==> config.mk <==
export PLATFORM = sky130hd
export DESIGN_NAME = store_buffer_flat
export DESIGN_NICKNAME = d
export VERILOG_FILES = /design/src/rtl/store_buffer_pkg.sv /design/src/rtl/store_buffer_if.sv /design/src/rtl/store_buffer_byte_merge.sv /design/src/rtl/store_buffer.sv /design/src/flat_wrapper.sv
export SDC_FILE = /design/constraint.sdc
export NUM_CORES = 1
export LEC_CHECK = 0
export BUFFER_PORTS_ARGS = -buffer_cell sky130_fd_sc_hd__buf_2
export CELL_PAD_IN_SITES_DETAIL_PLACEMENT = 0
export CELL_PAD_IN_SITES_GLOBAL_PLACEMENT = 1
export CORE_UTILIZATION = 35
export DETAILED_ROUTE_END_ITERATION = 10
export PLACE_DENSITY_LB_ADDON = 0.1
export SLEW_MARGIN = 20
export SYNTH_ARGS = -nofsm -noshare
export SYNTH_HDL_FRONTEND = slang
export SYNTH_SLANG_ARGS = --single-unit
==> constraint.sdc <==
create_clock -name clock -period 5.81 [get_ports clock]
set_input_delay 1.162 -clock clock [delete_from_list [all_inputs] [get_ports clock]]
set_output_delay 1.162 -clock clock [all_outputs]
set_load 0.005 [all_outputs]
==> src/rtl/store_buffer_pkg.sv <==
// Shared constants for the post-commit store buffer.
package store_buffer_pkg;

  localparam int SB_DEPTH  = 4;   // default number of entries
  localparam int SB_ADDR_W = 30;  // word address, byte address bits [31:2]
  localparam int SB_BSEL_W = 4;   // one enable per byte lane
  localparam int SB_DATA_W = 32;  // one lane-aligned word

endpackage

==> src/rtl/store_buffer_if.sv <==
// Cache write port of the store buffer: head entry offered with req, taken with ack.
interface store_buffer_if
  import store_buffer_pkg::*;
#(
  parameter int ADDR_W = SB_ADDR_W
) ();

  logic                 cache_wr_req;
  logic [ADDR_W-1:0]    cache_wr_waddr;
  logic [SB_BSEL_W-1:0] cache_wr_bsel;
  logic [SB_DATA_W-1:0] cache_wr_data;
  logic                 cache_wr_ack;

  // The store buffer drives the write; the cache acknowledges it.
  modport master (
    output cache_wr_req, cache_wr_waddr, cache_wr_bsel, cache_wr_data,
    input  cache_wr_ack
  );

  modport slave (
    input  cache_wr_req, cache_wr_waddr, cache_wr_bsel, cache_wr_data,
    output cache_wr_ack
  );

endinterface

==> src/rtl/store_buffer_byte_merge.sv <==
// Combinational 4-lane merge of a new store into an existing entry.
module store_buffer_byte_merge
  import store_buffer_pkg::*;
(
  input  logic [SB_BSEL_W-1:0] old_bsel,
  input  logic [SB_DATA_W-1:0] old_data,
  input  logic [SB_BSEL_W-1:0] new_bsel,
  input  logic [SB_DATA_W-1:0] new_data,
  output logic [SB_BSEL_W-1:0] merged_bsel,
  output logic [SB_DATA_W-1:0] merged_data
);

  assign merged_bsel = old_bsel | new_bsel;

  // Overwrite only the lanes the new store enables.
  always_comb begin
    // NOTE: assign a default before the conditional overwrites so no path leaves the output unassigned (no latch).
    merged_data = old_data;
    for (int i = 0; i < SB_BSEL_W; i++) begin
      if (new_bsel[i]) merged_data[8*i +: 8] = new_data[8*i +: 8];
    end
  end

endmodule

==> src/rtl/store_buffer.sv <==
// Post-commit store buffer: FIFO of word stores with youngest-entry coalescing,
// drained to the L1 write port over req/ack, with a load-hit conflict flag.
module store_buffer
  import store_buffer_pkg::*;
#(
  parameter int DEPTH  = SB_DEPTH,
  parameter int ADDR_W = SB_ADDR_W
) (
  input  logic                      clock,
  input  logic                      reset,
  input  logic                      st_valid,
  output logic                      st_ready,
  input  logic [ADDR_W-1:0]         st_waddr,
  input  logic [SB_BSEL_W-1:0]      st_bsel,
  input  logic [SB_DATA_W-1:0]      st_wdata,
  input  logic [ADDR_W-1:0]         ld_waddr,
  input  logic                      ld_check,
  output logic                      ld_conflict,
  store_buffer_if.master            cache,
  output logic                      sb_empty,
  output logic [$clog2(DEPTH):0]    sb_count
);

  localparam int PW = $clog2(DEPTH);
  localparam int CW = PW + 1;

  typedef struct packed {
    logic [ADDR_W-1:0]    waddr;
    logic [SB_BSEL_W-1:0] bsel;
    logic [SB_DATA_W-1:0] data;
  } entry_t;

  entry_t          entry_q [DEPTH];
  logic [DEPTH-1:0] valid_q;
  logic [PW-1:0]   head_q, tail_q;
  logic [CW-1:0]   count_q, count_next;

  logic [PW-1:0]        youngest;
  logic                 enq, deq, merge_hit, ld_hit;
  logic [SB_BSEL_W-1:0] merged_bsel;
  logic [SB_DATA_W-1:0] merged_data;

  assign youngest  = tail_q - PW'(1);
  assign st_ready  = (count_q != CW'(DEPTH));
  assign enq       = st_valid && st_ready && (st_bsel != '0);
  assign deq       = cache.cache_wr_req && cache.cache_wr_ack;
  // The head is never a merge target: requiring two entries keeps youngest != head.
  assign merge_hit = (count_q >= CW'(2)) && valid_q[youngest] &&
                     (entry_q[youngest].waddr == st_waddr);

  store_buffer_byte_merge u_merge (
    .old_bsel    (entry_q[youngest].bsel),
    .old_data    (entry_q[youngest].data),
    .new_bsel    (st_bsel),
    .new_data    (st_wdata),
    .merged_bsel (merged_bsel),
    .merged_data (merged_data)
  );

  // Occupancy: allocation adds one, drain removes one, a merge leaves it alone.
  always_comb begin
    count_next = count_q;
    if (enq && !merge_hit) count_next = count_next + CW'(1);
    if (deq)               count_next = count_next - CW'(1);
  end

  // Entry storage and head/tail pointers.
  always_ff @(posedge clock or negedge reset) begin
    if (!reset) begin
      head_q  <= '0;
      tail_q  <= '0;
      count_q <= '0;
      valid_q <= '0;
      // NOTE: the storage is reset, not just the valid bits, because the cache port shows the head entry and must read zero out of reset.
      for (int i = 0; i < DEPTH; i++) entry_q[i] <= '0;
    end else begin
      // NOTE: non-blocking assignments throughout, so every read in this block sees the pre-edge state.
      if (deq) begin
        valid_q[head_q] <= 1'b0;
        head_q          <= head_q + PW'(1);
      end
      if (enq) begin
        if (merge_hit) begin
          entry_q[youngest].bsel <= merged_bsel;
          entry_q[youngest].data <= merged_data;
        end else begin
          entry_q[tail_q] <= '{waddr: st_waddr, bsel: st_bsel, data: st_wdata};
          valid_q[tail_q] <= 1'b1;
          tail_q          <= tail_q + PW'(1);
        end
      end
      count_q <= count_next;
    end
  end

  // Loads that hit any pending entry, including a head being acked this cycle.
  always_comb begin
    ld_hit = 1'b0;
    for (int i = 0; i < DEPTH; i++) begin
      if (valid_q[i] && (entry_q[i].waddr == ld_waddr)) ld_hit = 1'b1;
    end
  end

  assign ld_conflict          = ld_check && ld_hit;
  assign cache.cache_wr_req   = (count_q != '0);
  assign cache.cache_wr_waddr = entry_q[head_q].waddr;
  assign cache.cache_wr_bsel  = entry_q[head_q].bsel;
  assign cache.cache_wr_data  = entry_q[head_q].data;
  assign sb_empty             = (count_q == '0);
  assign sb_count             = count_q;

endmodule

==> src/flat_wrapper.sv <==
// flat-port wrapper written by rule: the top's interface ports become plain ports
module store_buffer_flat import store_buffer_pkg::*;
#(
  parameter int DEPTH  = SB_DEPTH,
  parameter int ADDR_W = SB_ADDR_W
)
  (clock, reset, st_valid, st_ready, st_waddr, st_bsel, st_wdata, ld_waddr, ld_check, ld_conflict, sb_empty, sb_count, cache_cache_wr_req, cache_cache_wr_waddr, cache_cache_wr_bsel, cache_cache_wr_data, cache_cache_wr_ack);
  store_buffer_if #(.ADDR_W(ADDR_W)) cache_i ();
  input  logic clock;
  input  logic reset;
  input  logic st_valid;
  output logic st_ready;
  input  logic [ADDR_W-1:0] st_waddr;
  input  logic [SB_BSEL_W-1:0] st_bsel;
  input  logic [SB_DATA_W-1:0] st_wdata;
  input  logic [ADDR_W-1:0] ld_waddr;
  input  logic ld_check;
  output logic ld_conflict;
  output logic sb_empty;
  output logic [$clog2(DEPTH):0] sb_count;
  output wire logic [$bits(cache_i.cache_wr_req)-1:0] cache_cache_wr_req;
  output wire logic [$bits(cache_i.cache_wr_waddr)-1:0] cache_cache_wr_waddr;
  output wire logic [$bits(cache_i.cache_wr_bsel)-1:0] cache_cache_wr_bsel;
  output wire logic [$bits(cache_i.cache_wr_data)-1:0] cache_cache_wr_data;
  input wire logic [$bits(cache_i.cache_wr_ack)-1:0] cache_cache_wr_ack;
  assign cache_cache_wr_req = cache_i.cache_wr_req;
  assign cache_cache_wr_waddr = cache_i.cache_wr_waddr;
  assign cache_cache_wr_bsel = cache_i.cache_wr_bsel;
  assign cache_cache_wr_data = cache_i.cache_wr_data;
  assign cache_i.cache_wr_ack = cache_cache_wr_ack;
  store_buffer #(.DEPTH(DEPTH), .ADDR_W(ADDR_W)) u_core (.clock(clock), .reset(reset), .st_valid(st_valid), .st_ready(st_ready), .st_waddr(st_waddr), .st_bsel(st_bsel), .st_wdata(st_wdata), .ld_waddr(ld_waddr), .ld_check(ld_check), .ld_conflict(ld_conflict), .cache(cache_i), .sb_empty(sb_empty), .sb_count(sb_count));
endmodule
# Word level (Yosys, flattened, before mapping)
# Cells that the tools add are included.
dict set report op_classes {
  addsub 5
  order_cmp 11
  n_eq_ne 6
  n_mux 35
  n_bitwise 8
  n_reduce_logical 20
}
# op count
set ops {}
lappend ops {{264-bit bitwise mux} 3}
lappend ops {{66-bit demux with 2-bit select} 3}
lappend ops {{66-bit two-way mux} 5}
lappend ops {{66-bit binary-select mux with 2-bit select} 2}
lappend ops {{264-bit two-way mux} 1}
lappend ops {{30-bit equality test} 5}
lappend ops {{36-bit two-way mux} 1}
lappend ops {{32-bit two-way mux} 1}
lappend ops {{8-bit two-way mux} 4}
lappend ops {{1-bit logical AND} 15}
lappend ops {{4-bit two-way mux} 3}
lappend ops {{3-bit greater-or-equal comparator (second input constant)} 3}
lappend ops {{2-bit by 3-bit < comparator with 1-bit output (second input constant)} 3}
lappend ops {{2-bit NOT with 3-bit output} 3}
lappend ops {{4-bit OR} 2}
lappend ops {{1-bit two-way mux} 7}
lappend ops {{3-bit by 1-bit < comparator with 1-bit output (second input constant)} 2}
lappend ops {{3-bit two-way mux} 2}
lappend ops {{2-bit by 1-bit adder with 2-bit output (second input constant)} 2}
lappend ops {{4-bit AND} 1}
lappend ops {{1-bit demux with 2-bit select} 2}
lappend ops {{2-bit by 1-bit greater-or-equal comparator with 1-bit output (second input constant)} 2}
lappend ops {{4-bit NOT} 1}
lappend ops {{4-bit nonzero test} 1}
lappend ops {{other kinds (11)} 11}
dict set report totals {
  ff_bits 275
  wordCells 101
}

# Longest topological paths before layout
# Gate-level depths: netlist (run 1).
dict set report depth {
  word_depth 12
  depth_mapped 19
}

# By module
# From an unflattened synthesis (run 1), not the netlist that was laid out.
dict set report hier_totals {
  cells_unflattened 1541
  area_unflattened_um2 18814.3
}
# module n_inst cells_per_inst area_each_um2
set by_module_without_submodules {}
lappend by_module_without_submodules {store_buffer 1 1501 18263.8}
lappend by_module_without_submodules {store_buffer_byte_merge 1 40 550.5}

# Worst setup path before layout (run 1)
# OpenSTA, ideal clock, no wires.
dict set report synth_path {
  kind {reg-to-reg}
  start {register u_core.tail_q[0]}
  end {register u_core.entry_q[40] (netlist bit)}
  setup_time_ns 0.125
  arrival_ns 3.929
  path_slack_ns 1.756
  stages_incl_launch_ff 17
  path_buffers 7
  synth_period_minus_slack_ns 4.054
  cell_sequence {dfrtp_1 buf_6 buf_12 buf_6 inv_1 ha_1 buf_2 buf_4 buf_2 mux4_2 xnor2_1 o2111ai_1 nor4_2 nand4_2 o211ai_2 buf_2 mux2_2}
}
dict set report synth_between {
  elab_chain_cells 8
  word_cells_on_any_way 22
  cone_classes {add/sub (1); order compare (2); eq/ne (1); mux (13); bitwise (2); reduce/logical (3)}
}
# element line
set synth_lines {}
lappend synth_lines {{start: declaration} store_buffer.sv:35} ;# logic [PW-1:0] head_q, tail_q;
lappend synth_lines {{start signal: assignment} store_buffer.sv:89} ;# tail_q <= tail_q + PW'(1);
lappend synth_lines {{2-bit by 1-bit subtractor with 2-bit output *} store_buffer.sv:43} ;# assign youngest = tail_q - PW'(1);
lappend synth_lines {{via u_core.youngest[0]} store_buffer.sv:38} ;# logic [PW-1:0] youngest;
lappend synth_lines {{2-bit NOT with 3-bit output (not written as such)} {store_buffer.sv:49, store_buffer.sv:84, store_buffer.sv:85}}
lappend synth_lines {{66-bit binary-select mux with 2-bit select} store_buffer.sv:49} ;# (entry_q[youngest].waddr == st_waddr);
lappend synth_lines {{66-bit two-way mux (2 in a row)} --}
lappend synth_lines {{30-bit equality test} store_buffer.sv:49}
lappend synth_lines {{1-bit logical AND} store_buffer.sv:48} ;# assign merge_hit = (count_q >= CW'(2)) && valid_q[youngest] &&
lappend synth_lines {{264-bit two-way mux *} store_buffer.sv:83} ;# if (merge_hit) begin
lappend synth_lines {{end signal: indexed assignment} store_buffer.sv:87} ;# entry_q[tail_q] <= '{waddr: st_waddr, bsel: st_bsel, data: st_wdata};
lappend synth_lines {{end: declaration} store_buffer.sv:33} ;# entry_t entry_q [DEPTH];
# The timed path passes the listed nets; every way through them passes the cells marked *. The select of a mux whose other input is x is not followed.
# A chain may end at the register's enable or synchronous reset.

# Worst setup path in the final report (run 1)
dict set report layout_path {
  start {register u_core.tail_q[0]}
  end {register u_core.entry_q[168] (netlist bit)}
}
# Same word-level chain as after synthesis.

==> results of run 1 <==
[state kept, by name, indices dropped and copies added, names as in the netlist]
name             cells
u_core.entry_q     264
u_core.valid_q       4
u_core.sb_count      3
u_core.head_q        2
u_core.tail_q        2
[path summary, 6_finish.rpt]
kind	from	to	slack, ps	cells past startpoint
max in group asynchronous	reset	u_core.entry_q[259]	3990	2
min in group asynchronous	reset	u_core.entry_q[25]	600	1
worst min register to register	u_core.entry_q[166]	u_core.entry_q[166]	530	2
worst min-delay path	u_core.entry_q[166]	u_core.entry_q[166]	530	2
worst max register to register	u_core.tail_q[0]	u_core.entry_q[168]	650	10
worst max-delay path	u_core.tail_q[0]	u_core.entry_q[168]	650	10
[worst reg2reg max path, cell delays in order, from the launching register on]
cell	delay, ps
dfrtp_4	470
inv_1	290
ha_4	680
mux4_1	440
xnor2_1	310
nand4_1	150
or4_1	790
o211ai_4	280
buf_4	500
buf_4	660
mux2_2	450
[layout make-up]
type	count	area, sq um
Antenna cell	1	2.50
Clock buffer	57	1120
Clock inverter	11	136
Fill cell	4906	29700
Inverter	57	214
Multi-Input combinational cell	1056	10200
Sequential cell	275	6890
Tap cell	672	841
Timing Repair Buffer	202	1180
[power by group]
part / switching (mW) / internal [mW] / leakage (nW)
sequential: 1.20 / 2.88 / 3.13
clock: 0.935 / 1.47 / 0.620
combinational: 3.26 / 3.54 / 4.61
total: 5.39 / 7.89 / 8.36
[cell families after synthesis]
| kind of cell | after synthesis |
|---|---|
| fa+ha+maj | 14 |
| compound gates | 223 |
| flops | 275 |
| xor+xnor | 154 |
| simple gates | 370 |
| mux | 295 |
| buf+inv | 195 |
[placed cells by master, fill, tap and decap left out, drive strengths merged, types with 14 or more instances in the layout]
cell type | synthesis | routed
or3 | 91 | 91
mux2 | 147 | 147
mux2i | 27 | 27
a21oi | 43 | 43
nand4 | 32 | 32
inv | 57 | 58
clkbuf | 78 | 57
buf | 60 | 202
nand3 | 102 | 102
nor2 | 43 | 43
o22ai | 36 | 36
dfrtp | 275 | 275
nor4 | 18 | 18
nand2 | 52 | 52
xor2 | 48 | 48
mux4 | 121 | 121
o221a | 14 | 14
ha | 14 | 14
xnor2 | 106 | 106
o211a | 87 | 87
[synth_stat cells, types with 2 or more instances]
master and instances:
o211ai_2 2, nand2_1 52, mux2_2 146, nand3_1 102, a21oi_1 10, or4_1 2
o211ai_1 2, inv_1 57, buf_4 7, nand4_1 31, o211a_1 87, o31ai_1 2
o21ai_0 11, buf_1 11, mux4_2 110, nor3_1 13, o21a_1 2, o221a_2 14
a31oi_1 3, or3_1 90, a211oi_1 7, xor2_1 48, mux2i_1 27, and2_1 2
xnor2_1 106, mux4_1 11, buf_6 4, dfrtp_1 275, o22ai_1 36, nor2_1 42
buf_12 4, o22a_1 2, a21oi_2 33, clkbuf_1 78, and3_1 8, ha_1 14
nand2b_1 2, nor4_1 17, buf_2 34
[stage by stage]
stage,worst slack (ps),std cells,hold slack [ps],power [mW],util (%)
after floorplan,1760,1526,459,8.52,-
final,649,2331,533,13.3,40.9
after global placement,766,2262,521,10.9,38.4
after detailed placement,676,2262,519,11.0,38.4
after global routing,538,2330,556,14.1,40.9
after CTS,626,2330,535,13.4,40.9
[layer usage]
layer  wire (um)  track usage [%]  up-vias
met5          55                0        -
met4        2180             9.14        8
met3        3150             3.81      116
met2       30900             40.8      463
met1       27400             32.0     7238
li1            -                -     5975
==> metrics.log, run 1 <==
INFO  metric netlist_area = 17,900 sq um
INFO  metric groute.usage.overall = 24.5%
INFO  metric avgSynthCellArea = 11.7 sq um
INFO  metric tightest_pin_transition = 1100 ps
INFO  metric grt_pass1_vias = 14,207
INFO  metric synth_area_leader_cell = dfrtp_1
INFO  metric synth.area.mux_share = 26.2%
INFO  metric antenna_found_initial = 5
INFO  metric synth_enable_flop_cells = 0
INFO  metric max-slew-margin-rel = 26.3%
INFO  metric totalNegativeSetupSlack = 0 ps
INFO  metric timing.critical_path.mode_cell = buf_4
INFO  metric path_clk_slew = 50 ps
INFO  metric synth_xor_xnor_area_share = 7.54%
INFO  metric yosys_register_bits = 275
INFO  metric area_growth = 14.9%
INFO  metric die-width = 228 um
INFO  metric die_area = 52,000 sq um
INFO  metric floorplan.core_area = 50,300 sq um
INFO  metric synth_top_family_by_area = multiplexers
INFO  metric tritoncts_clock_tree = done
INFO  metric route.detailed.vias_per_inst = 5.92
INFO  metric worstSkewPairLatency = 560 ps
INFO  metric post_cts_resize_count = 0
INFO  metric finalClockSkew = 16.8 ps
INFO  metric initial_utilization = 35.6%
INFO  metric critical_path.n_buffers_inverters = 3
INFO  metric grt_setup_unrepaired = no
INFO  metric ys_dominant_reg_cell = dfrtp_1
INFO  metric worst_ep_arrival_time = 5590 ps
INFO  metric final_weighted_congestion_in_routability_driven_placement = 0.897
INFO  metric place.detailed.hpwl = 40,600 um
INFO  metric worstSetupStartpointType = flip-flop
INFO  metric drt_iter0_drc = 1,005
INFO  metric static-leakage-power = 8.36 nW
INFO  metric syn-instance-count = 1,526
INFO  metric routed-via-count = 13,800
INFO  metric crit_fanout = 46
INFO  metric powerDensity = 646 nW/um^2
INFO  metric max_slew_vio_count = 0
INFO  metric synth-compound-area-share = 10.8%
INFO  metric mappedNetlistNets = 1,641
INFO  metric pin_count = 174
INFO  metric worstPathRequired = 6240 ps
INFO  metric number_of_buffers_added_to_fix_hold_violations_after_cts = 0
INFO  metric worstSetupEndpointType = flip-flop
INFO  metric yosys_warnings = 0
INFO  metric drc_markers = 0
INFO  metric io_buffers = 173
INFO  metric yosys.area_share.adder = 0.979%
INFO  metric timing.critical_path.slowest_cell_delay = 790 ps
INFO  metric min_period_over_period = 88.8%
INFO  metric timing.hold.worst.class = reg2reg
INFO  metric post-route-min-period = 5160 ps
INFO  metric post_drt_wl_per_cell = 27.3 um
INFO  metric cts_buffers = 37
INFO  metric crit_family = buffers and inverters
INFO  metric clkSinkCount = 275
INFO  metric htreeDepth = 2
INFO  metric detail-route-antenna-nets = 0
INFO  metric async_flop_share = 100%
INFO  metric globalRouteOverflowTotal = 0
INFO  metric post-synth-top-area-fraction = 38.5%
INFO  metric placed_cell_area = 19,300 sq um
INFO  metric hold_viol_final = 0
INFO  metric floorplan.rows = 82
INFO  metric yosysSeqAreaShare = 38.5%
INFO  metric cts_post_setup_buffers_inserted = 0
INFO  metric status = complete, no violations
INFO  metric ir_drop = 0.360 mV
INFO  metric grt_start_max_net_pins = 118
INFO  metric worstSetupPathType = reg2reg
INFO  metric final_layout_size_suffix_gt1_share = 35.2%
INFO  metric fmax = 194 MHz
INFO  metric final_cell_area = 20,600 sq um
INFO  metric grt_first_pass_wirelength = 96,100 um
INFO  metric clk_path_buf_depth = 3
INFO  metric setup-violations-final = 0
INFO  metric number_of_max_cap_violations = 0
INFO  metric path_cells = inv_1, ha_4, mux4_1, xnor2_1, nand4_1, or4_1, o211ai_4, buf_4, buf_4, mux2_2
INFO  metric post_synth_num_cell_types = 61
INFO  metric final_nets = 1,744
INFO  metric drt_first_pass_iters = 5
INFO  metric critical_path.slowest_cell = or4_1
INFO  metric synth.top_cells.by_area = dfrtp_1 38%, mux4_2 14%, mux2_2 9.2%, xnor2_1 5.2%, o211a_1 4.9%
INFO  metric routed_wirelength = 63,700 um
INFO  metric area_fraction_in_and_or_nand_and_nor_cells_after_synthesis = 11.0%
INFO  metric clock_tree.root_cell = clkbuf_16
INFO  metric die_extent_in_y = 228 um
Note: power is estimated with default switching activity, not from simulation.
==> run 2: changes to the inputs <==
- RECOVER_POWER: default -> 25
==> run 2 against run 1 <==
Against the previous run:
- count of clock-buffer cells in the layout unchanged
- core utilization is 0.052 points lower
- the flow now finishes with violations (max-capacitance violations, max-slew violations)
- via count hardly changed
- fmax about the same
- final cell count did not move
- die area unchanged
- non-clock buffer count unchanged
- design area shrank 0.13%
- combinational power about the same
==> metrics.log, run 2 (synthesis results as in run 1) <==
INFO  metric detail-route-antenna-nets = 0 (unchanged)
INFO  metric floorplan.rows = 82 (unchanged)
INFO  metric multiInputGateArea = 10,200 sq um (unchanged)
INFO  metric tritoncts_clock_tree = done (unchanged)
INFO  metric crit_fanout = 46 (unchanged)
INFO  metric floorplan.core_area = 50,300 sq um (unchanged)
INFO  metric worstSetupPathType = reg2reg (unchanged)
INFO  metric place.detailed.hpwl = 40,600 um (unchanged)
INFO  metric grt_setup_unrepaired = no (unchanged)
INFO  metric fmax = 194 MHz (about the same)
INFO  metric grt.met1_usage = 32.0% (unchanged)
INFO  metric failed_checks = max-capacitance violations, max-slew violations
INFO  metric cts_buffers = 37 (unchanged)
INFO  metric number_of_max_cap_violations = 4 (was 0)
INFO  metric die-width = 228 um (unchanged)
INFO  metric globalRouteOverflowTotal = 0 (unchanged)
INFO  metric post-route-min-period = 5160 ps (about the same)
INFO  metric timing.hold.worst.class = reg2reg (unchanged)
INFO  metric ff_latch_area = 6890 sq um (about the same)
INFO  metric largest_reg_flops = 264 (unchanged)
INFO  metric gr-usage-met3 = 3.81% (unchanged)
INFO  metric die_extent_in_y = 228 um (unchanged)
INFO  metric met2_usage_in_global_routing = 40.8% (unchanged)
INFO  metric grt_start_max_net_pins = 118 (unchanged)
INFO  metric tightest_pin_transition = 3180 ps (was 1100 ps)
INFO  metric final_cell_mix = 273 x dfrtp_1, 172 x buf_2, 146 x mux2_2 (was 272 x dfrtp_1, 172 x buf_2, 146 x mux2_2)
INFO  metric max_slew_vio_count = 253 (was 0)
INFO  metric worstPathRequired = 6240 ps (about the same)
INFO  metric clkSinkCount = 275 (unchanged)
INFO  metric clock_tree.root_cell = clkbuf_16 (unchanged)
INFO  metric clk_path_buf_depth = 3 (unchanged)
INFO  metric dpl_worst_slack = 676 ps (unchanged)
INFO  metric area_growth = 14.8% (was 14.9%)
INFO  metric routed_wirelength = 63,700 um (about the same)
INFO  metric worstSetupStartpointType = flip-flop (unchanged)
INFO  metric worstSetupEndpointType = flip-flop (unchanged)
INFO  metric finalClockSkew = 15.0 ps (was 16.8 ps)
INFO  metric drt_first_pass_iters = 5 (unchanged)
INFO  metric final_weighted_congestion_in_routability_driven_placement = 0.897 (unchanged)
INFO  metric ir_drop = 0.361 mV (was 0.360 mV)
INFO  metric pin_count = 174 (unchanged)
INFO  metric post_cts_resize_count = 0 (unchanged)
INFO  metric grt_pass1_vias = 14,207 (unchanged)
INFO  metric final_common_cell = dfrtp_1 (unchanged)
INFO  metric totalNegativeSetupSlack = 0 ps (unchanged)
INFO  metric post_drt_wl_per_cell = 27.3 um (about the same)
INFO  metric fill_cells = 4,912 (was 4,906)
INFO  metric die_area = 52,000 sq um (unchanged)
INFO  metric drc_markers = 0 (unchanged)
INFO  metric post-route-worst-setup-slack = 650 ps (was 649 ps)
INFO  metric htreeDepth = 2 (unchanged)
INFO  metric io_buffers = 173 (unchanged)
INFO  metric antenna_found_initial = 5 (unchanged)
INFO  metric final_layout_size_suffix_gt1_share = 35.0% (was 35.2%)
INFO  metric initial_utilization = 35.6% (unchanged)
INFO  metric hold_viol_final = 0 (unchanged)
INFO  metric routed-via-count = 13,812 (was 13,800)
INFO  metric drt_iter0_drc = 1,029 (was 1,005)
INFO  metric max-slew-margin-rel = -112% (was 26.3%)
INFO  metric path_clk_slew = 50 ps (about the same)
INFO  metric route.detailed.vias_per_inst = 5.93 (was 5.92)
INFO  metric grt_first_pass_wirelength = 96,100 um (unchanged)
INFO  metric grt.busiest_layer = met2 (unchanged)
INFO  metric min_period_over_period = 88.8% (about the same)
INFO  metric cts_post_setup_buffers_inserted = 0 (unchanged)
INFO  metric largest-register = u_core.entry_q (unchanged)
INFO  metric setup-violations-final = 0 (unchanged)
INFO  metric worst_ep_arrival_time = 5590 ps (about the same)
INFO  metric number_of_buffers_added_to_fix_hold_violations_after_cts = 0 (unchanged)
INFO  metric static-leakage-power = 8.35 nW (was 8.36 nW)
INFO  metric layout.core_utilization = 40.9% (about the same)
INFO  metric groute.usage.overall = 24.5% (unchanged)
INFO  metric status = finished with violations (was complete, no violations)
INFO  metric final_nets = 1,744 (unchanged)
INFO  metric powerDensity = 647 nW/um^2 (was 646 nW/um^2)
INFO  metric worstSkewPairLatency = 560 ps (about the same)
==> run 2: worst max-delay path: stages, from the launching register on <==
cell and delay (ps):
dfrtp_4 470, inv_1 290, ha_4 680, mux4_1 420, xnor2_1 310, nand4_1 150
or4_1 790, o211ai_4 270, buf_4 500, buf_4 630, mux2_2 410
==> run 2: layout make-up <==
class / count / share of cell area [%]
inverters: 57 / 1.04
multi-input cells: 1056 / 49.5
diodes: 1 / 0.0122
flip-flops and latches: 275 / 33.5
clock inverters: 11 / 0.664
repair buffers: 202 / 5.64
clock buffers: 57 / 5.47
well taps: 672 / 4.09
==> run 2: metrics by stage <==
step / instance area (sq um) / std cells / total power, mW / hold WS [ps]
2_1_floorplan: 17900 / 1526 / 8.52 / 459
3_3_place_gp: 19300 / 2262 / 10.9 / 521
3_5_place_dp: 19300 / 2262 / 11.0 / 519
4_1_cts: 20600 / 2330 / 13.4 / 535
5_1_grt: 20500 / 2330 / 14.1 / 556
6_report: 20500 / 2331 / 13.3 / 533
==> run 2: worst paths after layout <==
check,from,endpoint,slack [ps],cells past startpoint
max,u_core.tail_q[0],u_core.entry_q[168],650,10
min,u_core.entry_q[166],u_core.entry_q[166],530,2
max reg2reg,u_core.tail_q[0],u_core.entry_q[168],650,10
min reg2reg,u_core.entry_q[166],u_core.entry_q[166],530,2
max in group asynchronous,reset,u_core.entry_q[259],1640,2
min in group asynchronous,reset,u_core.entry_q[25],590,1
==> run 2: layer usage <==
| layer | up-vias | part of all wire (%) | wire length, um |
|---|---|---|---|
| met5 | - | 0.086 | 55 |
| met4 | 8 | 3.4 | 2190 |
| met3 | 118 | 4.9 | 3110 |
| met2 | 468 | 49 | 30900 |
| met1 | 7244 | 43 | 27400 |
| li1 | 5974 | - | - |
==> run 2: power breakdown <==
group	switching, mW	total [mW]	internal [mW]
registers	1.20	4.08	2.88
clock network	0.932	2.40	1.47
logic	3.26	6.82	3.56
total	5.39	13.3	7.91
